`src/rtl/pipe_pkg.sv`:
```
// pipe_pkg: shared definitions for the pipeline-stage registers.
//   pipe_state_t      : occupancy state of a stage register (EMPTY/ONE/TWO)
//   *_t structs       : per-stage packed payloads so stage logic packs and
//                       unpacks by field name
//   *_W localparams   : payload widths derived from the structs
//   state_occupancy() : maps a state to its held-entry count
package pipe_pkg;

    typedef enum logic [1:0] {
        EMPTY = 2'd0,
        ONE   = 2'd1,
        TWO   = 2'd2
    } pipe_state_t;

    typedef struct packed {
        logic [31:0] pc;
        logic [31:0] instr;
    } if_id_t;

    typedef struct packed {
        logic [31:0] pc;
        logic [31:0] rs1_val;
        logic [31:0] rs2_val;
        logic [31:0] imm;
        logic [4:0]  rd;
        logic [3:0]  alu_op;
        logic        mem_rd;
        logic        mem_wr;
        logic        reg_wr;
    } id_ex_t;

    typedef struct packed {
        logic [31:0] alu_res;
        logic [31:0] store_val;
        logic [4:0]  rd;
        logic        mem_rd;
        logic        mem_wr;
        logic        reg_wr;
    } ex_mem_t;

    typedef struct packed {
        logic [31:0] wb_val;
        logic [4:0]  rd;
        logic        reg_wr;
    } mem_wb_t;

    localparam int IF_ID_W  = $bits(if_id_t);
    localparam int ID_EX_W  = $bits(id_ex_t);
    localparam int EX_MEM_W = $bits(ex_mem_t);
    localparam int MEM_WB_W = $bits(mem_wb_t);

    function automatic logic [1:0] state_occupancy(input pipe_state_t s);
        logic [1:0] occ;
        case (s)
            EMPTY:   occ = 2'd0;
            ONE:     occ = 2'd1;
            TWO:     occ = 2'd2;
            default: occ = 2'd0;
        endcase
        return occ;
    endfunction

endpackage

```
`src/rtl/pipe_stage_reg_sat_counter.sv`:
```
// sat_counter: W-bit up-counter that sticks at its maximum value.
//   clk   : clock
//   clr   : synchronous clear, wins over inc
//   inc   : count one event this cycle
//   count : current value
module sat_counter #(
    parameter int W = 16
) (
    input  logic         clk,
    input  logic         clr,
    input  logic         inc,
    output logic [W-1:0] count
);

    always_ff @(posedge clk) begin
        if (clr) begin
            count <= '0;
        end else if (inc && (count != {W{1'b1}})) begin
            count <= count + W'(1);
        end
    end

endmodule

```
`src/rtl/pipe_stage_reg.sv`:
```
// pipe_stage_reg: pipeline-stage register with valid/ready handshake,
// flush-to-bubble and an optional two-entry skid buffer.
//   clk, rst_b          : clock; synchronous active-high reset
//   flush               : drop all held entries (loads BUBBLE)
//   in_valid/in_ready   : upstream handshake, in_data payload
//   out_valid/out_ready : downstream handshake, out_data head payload
//   occupancy           : held entries (0..2), mirrors the FSM state
//   stall_cnt           : saturating count of out_valid & ~out_ready cycles
//
// Handshake: a transfer happens on a rising edge where valid & ready are
// both high. A producer holding valid keeps its data stable until the
// transfer; valid never drops without a transfer (or a flush here).
module pipe_stage_reg
    import pipe_pkg::*;
#(
    parameter int               WIDTH  = 32,
    parameter logic [WIDTH-1:0] BUBBLE = '0,
    parameter int               SKID   = 1,
    parameter int               CNT_W  = 16
) (
    input  logic             clk,
    input  logic             rst_b,
    input  logic             flush,
    input  logic             in_valid,
    output logic             in_ready,
    input  logic [WIDTH-1:0] in_data,
    output logic             out_valid,
    input  logic             out_ready,
    output logic [WIDTH-1:0] out_data,
    output logic [1:0]       occupancy,
    output logic [CNT_W-1:0] stall_cnt
);

    pipe_state_t      state_q, state_d, fsm_state_d;
    logic [WIDTH-1:0] main_q, main_d, fsm_main_d;
    logic [WIDTH-1:0] skid_q, skid_d, fsm_skid_d;
    logic             accept, pop;

    assign out_valid = (state_q != EMPTY);
    assign out_data  = main_q;
    assign occupancy = state_occupancy(state_q);
    assign accept    = in_valid & in_ready;
    assign pop       = out_valid & out_ready;

    generate
        if (SKID != 0) begin : g_skid
            logic in_ready_q;

            // Ready is registered so no combinational path runs from
            // out_ready back to in_ready; the skid entry absorbs the one
            // beat that may arrive while downstream is stalled.
            always_ff @(posedge clk) begin
                if (rst_b) begin
                    in_ready_q <= 1'b1;
                end else begin
                    in_ready_q <= (state_d != TWO);
                end
            end

            assign in_ready = in_ready_q;

            always_comb begin
                fsm_state_d = state_q;
                fsm_main_d  = main_q;
                fsm_skid_d  = skid_q;
                case (state_q)
                    EMPTY: begin
                        if (accept) begin
                            fsm_state_d = ONE;
                            fsm_main_d  = in_data;
                        end
                    end
                    ONE: begin
                        if (accept && pop) begin
                            fsm_main_d = in_data;
                        end else if (accept) begin
                            fsm_state_d = TWO;
                            fsm_skid_d  = in_data;
                        end else if (pop) begin
                            fsm_state_d = EMPTY;
                            fsm_main_d  = BUBBLE;
                        end
                    end
                    TWO: begin
                        if (pop) begin
                            fsm_state_d = ONE;
                            fsm_main_d  = skid_q;
                            fsm_skid_d  = BUBBLE;
                        end
                    end
                    default: begin
                        fsm_state_d = EMPTY;
                        fsm_main_d  = BUBBLE;
                        fsm_skid_d  = BUBBLE;
                    end
                endcase
            end
        end else begin : g_noskid
            // Single entry: it can only be replaced in the same cycle it
            // leaves, so readiness depends on out_ready combinationally.
            assign in_ready = ~out_valid | out_ready;

            always_comb begin
                fsm_state_d = state_q;
                fsm_main_d  = main_q;
                fsm_skid_d  = skid_q;
                case (state_q)
                    EMPTY: begin
                        if (accept) begin
                            fsm_state_d = ONE;
                            fsm_main_d  = in_data;
                        end
                    end
                    ONE: begin
                        if (accept) begin
                            fsm_main_d = in_data;
                        end else if (pop) begin
                            fsm_state_d = EMPTY;
                            fsm_main_d  = BUBBLE;
                        end
                    end
                    default: begin
                        fsm_state_d = EMPTY;
                        fsm_main_d  = BUBBLE;
                    end
                endcase
            end
        end
    endgenerate

    // Flush overrides whatever the handshake would have done this cycle;
    // an entry offered alongside it is dropped.
    always_comb begin
        state_d = fsm_state_d;
        main_d  = fsm_main_d;
        skid_d  = fsm_skid_d;
        if (flush) begin
            state_d = EMPTY;
            main_d  = BUBBLE;
            skid_d  = BUBBLE;
        end
    end

    always_ff @(posedge clk) begin
        if (rst_b) begin
            state_q <= EMPTY;
            main_q  <= BUBBLE;
            skid_q  <= BUBBLE;
        end else begin
            state_q <= state_d;
            main_q  <= main_d;
            skid_q  <= skid_d;
        end
    end

    // Only reset clears the stall count; flush leaves it alone.
    sat_counter #(
        .W(CNT_W)
    ) u_stall_cnt (
        .clk  (clk),
        .clr  (rst_b),
        .inc  (out_valid & ~out_ready),
        .count(stall_cnt)
    );

endmodule

```
`config.mk`:
```
export PLATFORM = sky130hd
export DESIGN_NAME = pipe_stage_reg
export DESIGN_NICKNAME = d
export VERILOG_FILES = /design/src/rtl/pipe_pkg.sv /design/src/rtl/pipe_stage_reg_sat_counter.sv /design/src/rtl/pipe_stage_reg.sv
export SDC_FILE = /design/constraint.sdc
export NUM_CORES = 1
export LEC_CHECK = 0
export CORE_MARGIN = 5
export CORE_UTILIZATION = 43
export DETAILED_ROUTE_END_ITERATION = 8
export GPL_TIMING_DRIVEN = 0
export HOLD_SLACK_MARGIN = 0.05
export MAX_ROUTING_LAYER = met4
export PLACE_DENSITY = 0.7
export SKIP_LAST_GASP = 1
export SLEW_MARGIN = 40
export SYNTH_ARGS = -nofsm -noshare
export SYNTH_HDL_FRONTEND = slang
export SYNTH_SLANG_ARGS = --single-unit
```
`constraint.sdc`:
```
create_clock -name clk -period 1.68 [get_ports clk]
set_input_delay 0.252 -clock clk [delete_from_list [all_inputs] [get_ports clk]]
set_output_delay 0.252 -clock clk [all_outputs]
set_load 0.01 [all_outputs]
```
# Yosys cells after proc, flatten, opt, wreduce, memory -nomap -nowiden
# Cells that the tools add are included.
[totals]
in_bits = 37
latch_bits = 0
reg_bits = 83
output_inout_bits = 52
elab_cells = 44
romBits = 0
mem_bits_rw = 0
memories = 0
[op_classes]
add_sub_neg = 1
shift = 0
eq_ne = 10
reduce_logical = 7
bitwise_logic = 5
n_mul = 0
div = 0
n_lt_le_gt_ge = 0
mux = 16
[op_table]
columns = ["op", "n"]
rows = [
  ["$mux W32", 6],
  ["$pmux W32 S3", 2],
  ["$add A16 B1 Y16 const B", 1],
  ["$ne A16 B16 Y1 const B", 1],
  ["$mux W2", 6],
  ["$ne A2 B2 Y1 const B", 5],
  ["$reduce_and A4 Y1", 2],
  ["$ne A3 B3 Y1 const B", 2],
  ["$pmux W2 S3", 1],
  ["$pmux W2 S2", 1],
  ["$and A1 B1 Y1", 3],
  ["$eq A2 B1 Y1 const B", 1],
  ["$eq A2 B2 Y1 const B", 1],
  ["$logic_and A1 B1 Y1", 2],
  ["$logic_not A2 Y1", 1],
  ["$not A1 Y1", 2],
  ["$reduce_bool A2 Y1", 1],
  ["$reduce_or A2 Y1", 1],
]

# Logic depth before layout (Yosys ltp)
[depth]
depth_word = 8
ltp_mapped = 7
mapped_depth_nobuf = 5

# Hierarchy
# A second synthesis with hierarchy kept.
[hier_totals]
cells_unflattened = 446
area_unflattened_um2 = 4135.2
[modules_own_cells]
columns = ["mod", "seq_area_each_um2", "area_per_inst_um2", "cells_each", "n_inst"]
rows = [
  ["pipe_stage_reg", 1341.3, 3286.9, 347, 1],
  ["sat_counter", 320.3, 848.3, 99, 1],
]

# Worst setup path before layout
# No wires, ideal clock.
[synth_timing]
kind = "flip-flop to flip-flop"
start = "reg u_stall_cnt.count[0]"
end = "reg u_stall_cnt.count[14]"
slack_ns = -0.186
synth_period_minus_slack_ns = 1.866
setup_time_ns = 0.070
path_stages_with_launch = 6
arrival_ns = 1.796
t_required_ns = 1.610
n_path_buf = 0
path_cell_list = "dfxtp_1 ha_1 nand3_2 or4_4 or4_1 a21oi_1"
[synth_via]
elab_chain_cells = 2
elab_cells_between_ends = 3
cone_classes = "add/sub (1); eq/ne (1); reduce/logical (1)"
[synth_lines]
columns = ["element", "line_no", "source"]
rows = [
  ["from (decl)", "pipe_stage_reg_sat_counter.sv:12", "output logic [W-1:0] count"],
  ["from (signal assigned)", "pipe_stage_reg_sat_counter.sv:19", "count <= count + W'(1);"],
  ["branches (longest 2 deep; another with $add A16 B1 Y16)", "--", ""],
]
# Parallel ways; which one is timed is not known.
# A chain may end at the register's enable or synchronous reset.

# Worst setup path in the final report
[layout_timing]
start = "reg u_stall_cnt.count[1]"
end = "reg u_stall_cnt.count[14]"
# Same word-level chain as after synthesis.

==> tab_implementation.tex <==
\begin{tabular}{lr}
\hline
Metric & Value \\
\hline
\multicolumn{2}{l}{\textbf{Timing}} \\
Transition time at the pin with the least slew margin & 0.525 ns \\
Final setup margin & -0.113 ns \\
Max Clock Skew & 0.0134 ns \\
Final hold vios & 0 \\
Final period utilization & 1.07 \\
Remaining max-slew budget at the tightest pin & 0.650 \\
Accumulated negative setup slack & -0.226 ns \\
Setup violation total in the final timing report & 5 \\
Min Tclk post-route & 1.79 ns \\
Number of slew-limit violations in the final report & 0 \\
Highest attainable clock frequency & 558 MHz \\
RSZ-0062 raised after global routing & true \\
\multicolumn{2}{l}{\textbf{Run}} \\
Max\_cap viols & 0 \\
\multicolumn{2}{l}{\textbf{Worst setup path}} \\
Start of the worst register-to-register path & u\_stall\_cnt.count[1]\$\_SDFFE\_PP0P\_ \\
Classification of the worst setup path & reg2reg \\
Critical path endpoint category & flop \\
Endpoint arrival time on the critical path & 2.07 ns \\
CP Launch Point & u\_stall\_cnt.count[1]\$\_SDFFE\_PP0P\_ \\
Required time of the worst setup path & 1.95 ns \\
Crit path launch type & flop \\
Top fanout value on the critical path & 6 \\
\multicolumn{2}{l}{\textbf{Logic synthesis}} \\
Synthesized area divided by synthesized cell count & 9.30 um\^{}2 \\
Dominant combinational cell family by area after synthesis & compound AO/OA/AOI/OAI gates \\
Cells after synthesis & 407 \\
Number of flops mapped to enable cells by yosys & 0 \\
Synthesized Nets & 445 \\
Synth Area in Adders & 0.00331 \\
Synthesized-area fraction occupied by and/or/nand/nor cells & 0.202 \\
Yosys warns & 0 \\
Count of unique library cells instantiated by Yosys & 36 \\
Synthesized-area fraction occupied by xor and xnor cells & 0.00463 \\
Proportion of synthesized flip-flops having asynchronous set or reset & 0 \\
Total of flip-flops plus latches after synthesis & 83 \\
Compound-gate portion of the synthesized area & 0.213 \\
Most common flop cell mapped by yosys & sky130\_fd\_sc\_hd\_\_dfxtp\_1 \\
Combined area of all synthesized cells & 3780 um\^{}2 \\
Post-synthesis mux area share & 0.0933 \\
Fraction of the yosys area taken by sequential cells & 0.439 \\
\multicolumn{2}{l}{\textbf{Clock tree}} \\
Clk pin slew, worst setup/hold paths & 0.09 ns \\
Number of clock buffers inserted by TritonCTS & 9 \\
Maximum level of the CTS H-tree & 3 \\
Clock tree from TritonCTS & done \\
Clock Tree Root & sky130\_fd\_sc\_hd\_\_clkbuf\_8 \\
Clock Latency Late Sink & 0.35 ns \\
Buffer depth of the longest clock path & 2 \\
\# hold bufs at CTS & 0 \\
Number of clock sinks & 83 \\
\multicolumn{2}{l}{\textbf{Placement}} \\
DP Cell Count & 602 \\
Dpl cell area & 4820 um\^{}2 \\
HPWL reported at the end of detailed placement & 6950 um \\
Gpl congestion & 0.791 \\
Count of input and output buffers & 87 \\
Worst slack at placement & -0.643 ns \\
\multicolumn{2}{l}{\textbf{Power and ir drop}} \\
Power per cell area & 782 nW/um\^{}2 \\
Max VDD drop & 0.438 mV \\
Leakage & 2.11 nW \\
\multicolumn{2}{l}{\textbf{Route}} \\
DRC errors left & 0 \\
DRT Wirelength & 11300 um \\
Number of violations reported at the end of detailed-routing iteration 0 & 318 \\
Remaining antenna violation count after routing & 0 \\
Drt first pass iters & 7 \\
Detail-routed via count per cell & 5.67 \\
Wirelength per Cell & 17.4 um \\
Number of vias in the routed layout & 3671 \\
\multicolumn{2}{l}{\textbf{Floorplan}} \\
Die width & 104 um \\
I/O pin total & 89 \\
Vertical die dimension & 104 um \\
Core Footprint & 8640 um\^{}2 \\
Initial Util & 0.438 \\
Overall die area & 10800 um\^{}2 \\
Total number of placement rows & 34 \\
\multicolumn{2}{l}{\textbf{Layout}} \\
Layout overhead on the synthesized area & 48.7\% \\
Layout Cells excl Fill & 648 \\
Leading cell types in the layout, fill and taps excluded & sky130\_fd\_sc\_hd\_\_clkdlybuf4s50\_1, sky130\_fd\_sc\_hd\_\_nor2\_1, sky130\_fd\_sc\_hd\_\_dfxtp\_1 \\
NumNets Final & 574 \\
Most common library cell in the layout ignoring fill and taps & sky130\_fd\_sc\_hd\_\_clkdlybuf4s50\_1 \\
Share of the core filled with cells & 0.652 \\
Diodes inserted & 0 \\
Proportion of layout cells with a drive suffix above 1 & 0.217 \\
Post-route cell area & 5630 um\^{}2 \\
\multicolumn{2}{l}{\textbf{Run status}} \\
Violated checks & negative setup slack \\
Run status & finished, violations left \\
\multicolumn{2}{l}{\textbf{Global routing}} \\
Number of global-route vias before repair & 3615 \\
Global-route usage over all layers & 0.197 \\
Number of antenna violations at the first check in global routing & 0 \\
Met1 track demand over resource & 0.258 \\
Largest net degree at the start of global routing & 14 \\
Global-route wire length before repair & 17700 um \\
GR peak layer & met2 \\
Met2 track utilization from global routing & 0.315 \\
Total congestion overflow after global routing & 0 \\
Met3 track utilization from global routing & 0.0373 \\
\multicolumn{2}{l}{\textbf{Worst hold path}} \\
Hold path startpoint & rst\_b \\
Class of the tightest hold or removal check & in2reg \\
\hline
\end{tabular}
-- metrics by stage --
stage / hold WS [ns] / total power (W)
after floorplan: 0.398 / 0.00237
after global placement: 0.474 / 0.00263
after detailed placement: 0.485 / 0.00264
after CTS: 0.301 / 0.00435
after global routing: 0.365 / 0.00454
final: 0.303 / 0.00440
-- worst paths after layout --
kind	slack, ns	cells past startpoint	end
hold reg to reg	0.51	2	skid_q[30]$_SDFFE_PP0P_
setup / recovery	-0.11	5	u_stall_cnt.count[14]$_SDFFE_PP0P_
hold / removal	0.30	2	u_stall_cnt.count[4]$_SDFFE_PP0P_
setup reg to reg	-0.11	5	u_stall_cnt.count[14]$_SDFFE_PP0P_
-- cells in the mapped netlist (5+ instances only) --
master / n / area share
sky130_fd_sc_hd__a21oi_1: 14 / 0.019
sky130_fd_sc_hd__a222oi_1: 32 / 0.085
sky130_fd_sc_hd__a22o_1: 32 / 0.074
sky130_fd_sc_hd__and2_1: 33 / 0.055
sky130_fd_sc_hd__buf_2: 11 / 0.015
sky130_fd_sc_hd__clkbuf_1: 25 / 0.025
sky130_fd_sc_hd__dfxtp_1: 83 / 0.44
sky130_fd_sc_hd__mux2i_1: 33 / 0.087
sky130_fd_sc_hd__nand2_1: 6 / 0.0060
sky130_fd_sc_hd__nand4_1: 6 / 0.0099
sky130_fd_sc_hd__nor2_1: 69 / 0.068
sky130_fd_sc_hd__nor2b_1: 6 / 0.0099
sky130_fd_sc_hd__o21ai_0: 8 / 0.011
sky130_fd_sc_hd__o31ai_1: 5 / 0.0099
sky130_fd_sc_hd__or2_2: 5 / 0.0083
sky130_fd_sc_hd__or3_1: 6 / 0.0099
sky130_fd_sc_hd__or4_1: 5 / 0.0099
-- power by group --
part | internal, W | leakage [nW] | switching, W
sequential | 0.00200 | 0.682 | 0.0000232
clock | 0.000965 | 0.118 | 0.000737
combinational | 0.000363 | 1.31 | 0.000315
-- per-layer routing --
layer | vias to the layer above | part of all wire
li1 | 1771 | -
met4 | 0 | 0.012
met2 | 114 | 0.48
met3 | 13 | 0.051
met1 | 1773 | 0.46
met5 | - | 0
-- logic make-up (layout without fill, tap and decap cells) --
logic type,count (synthesis),after routing
xor+xnor,2,2
mux,35,35
simple gates,149,149
buf+inv,40,173
compound gates,97,97
fa+ha+maj,1,1
flops,83,83
-- critical path, cell delays in order, from the launching register on --
cell and delay, ns:
sky130_fd_sc_hd__dfxtp_4 0.38, sky130_fd_sc_hd__ha_4 0.15, sky130_fd_sc_hd__nand3_4 0.11, sky130_fd_sc_hd__or4_4 0.52
sky130_fd_sc_hd__or4_1 0.43, sky130_fd_sc_hd__a21oi_1 0.13
-- repair_timing --
item	4_1_cts	5_1_grt
cloned	1	4
pin swaps	7	21
resized for setup	60	71
endpoints found under the setup margin	81	81
setup buffers	10	17
-- cell type report --
type	instances	area, um^2
clock inverters	3	68.8
well taps	108	135
fillers	720	3010
inverters	2	7.51
multi-input cells	284	2100
flip-flops and latches	83	1700
clock buffers	12	166
plain buffers	37	328
repair buffers	119	1130
-- registers in the layout, summed over array words and instances (netlist names) --
register,flops
state_q,2
skid_q,32
in_ready,1
u_stall_cnt.count,16
out_data,32
Power figures use the tool's default switching activity.
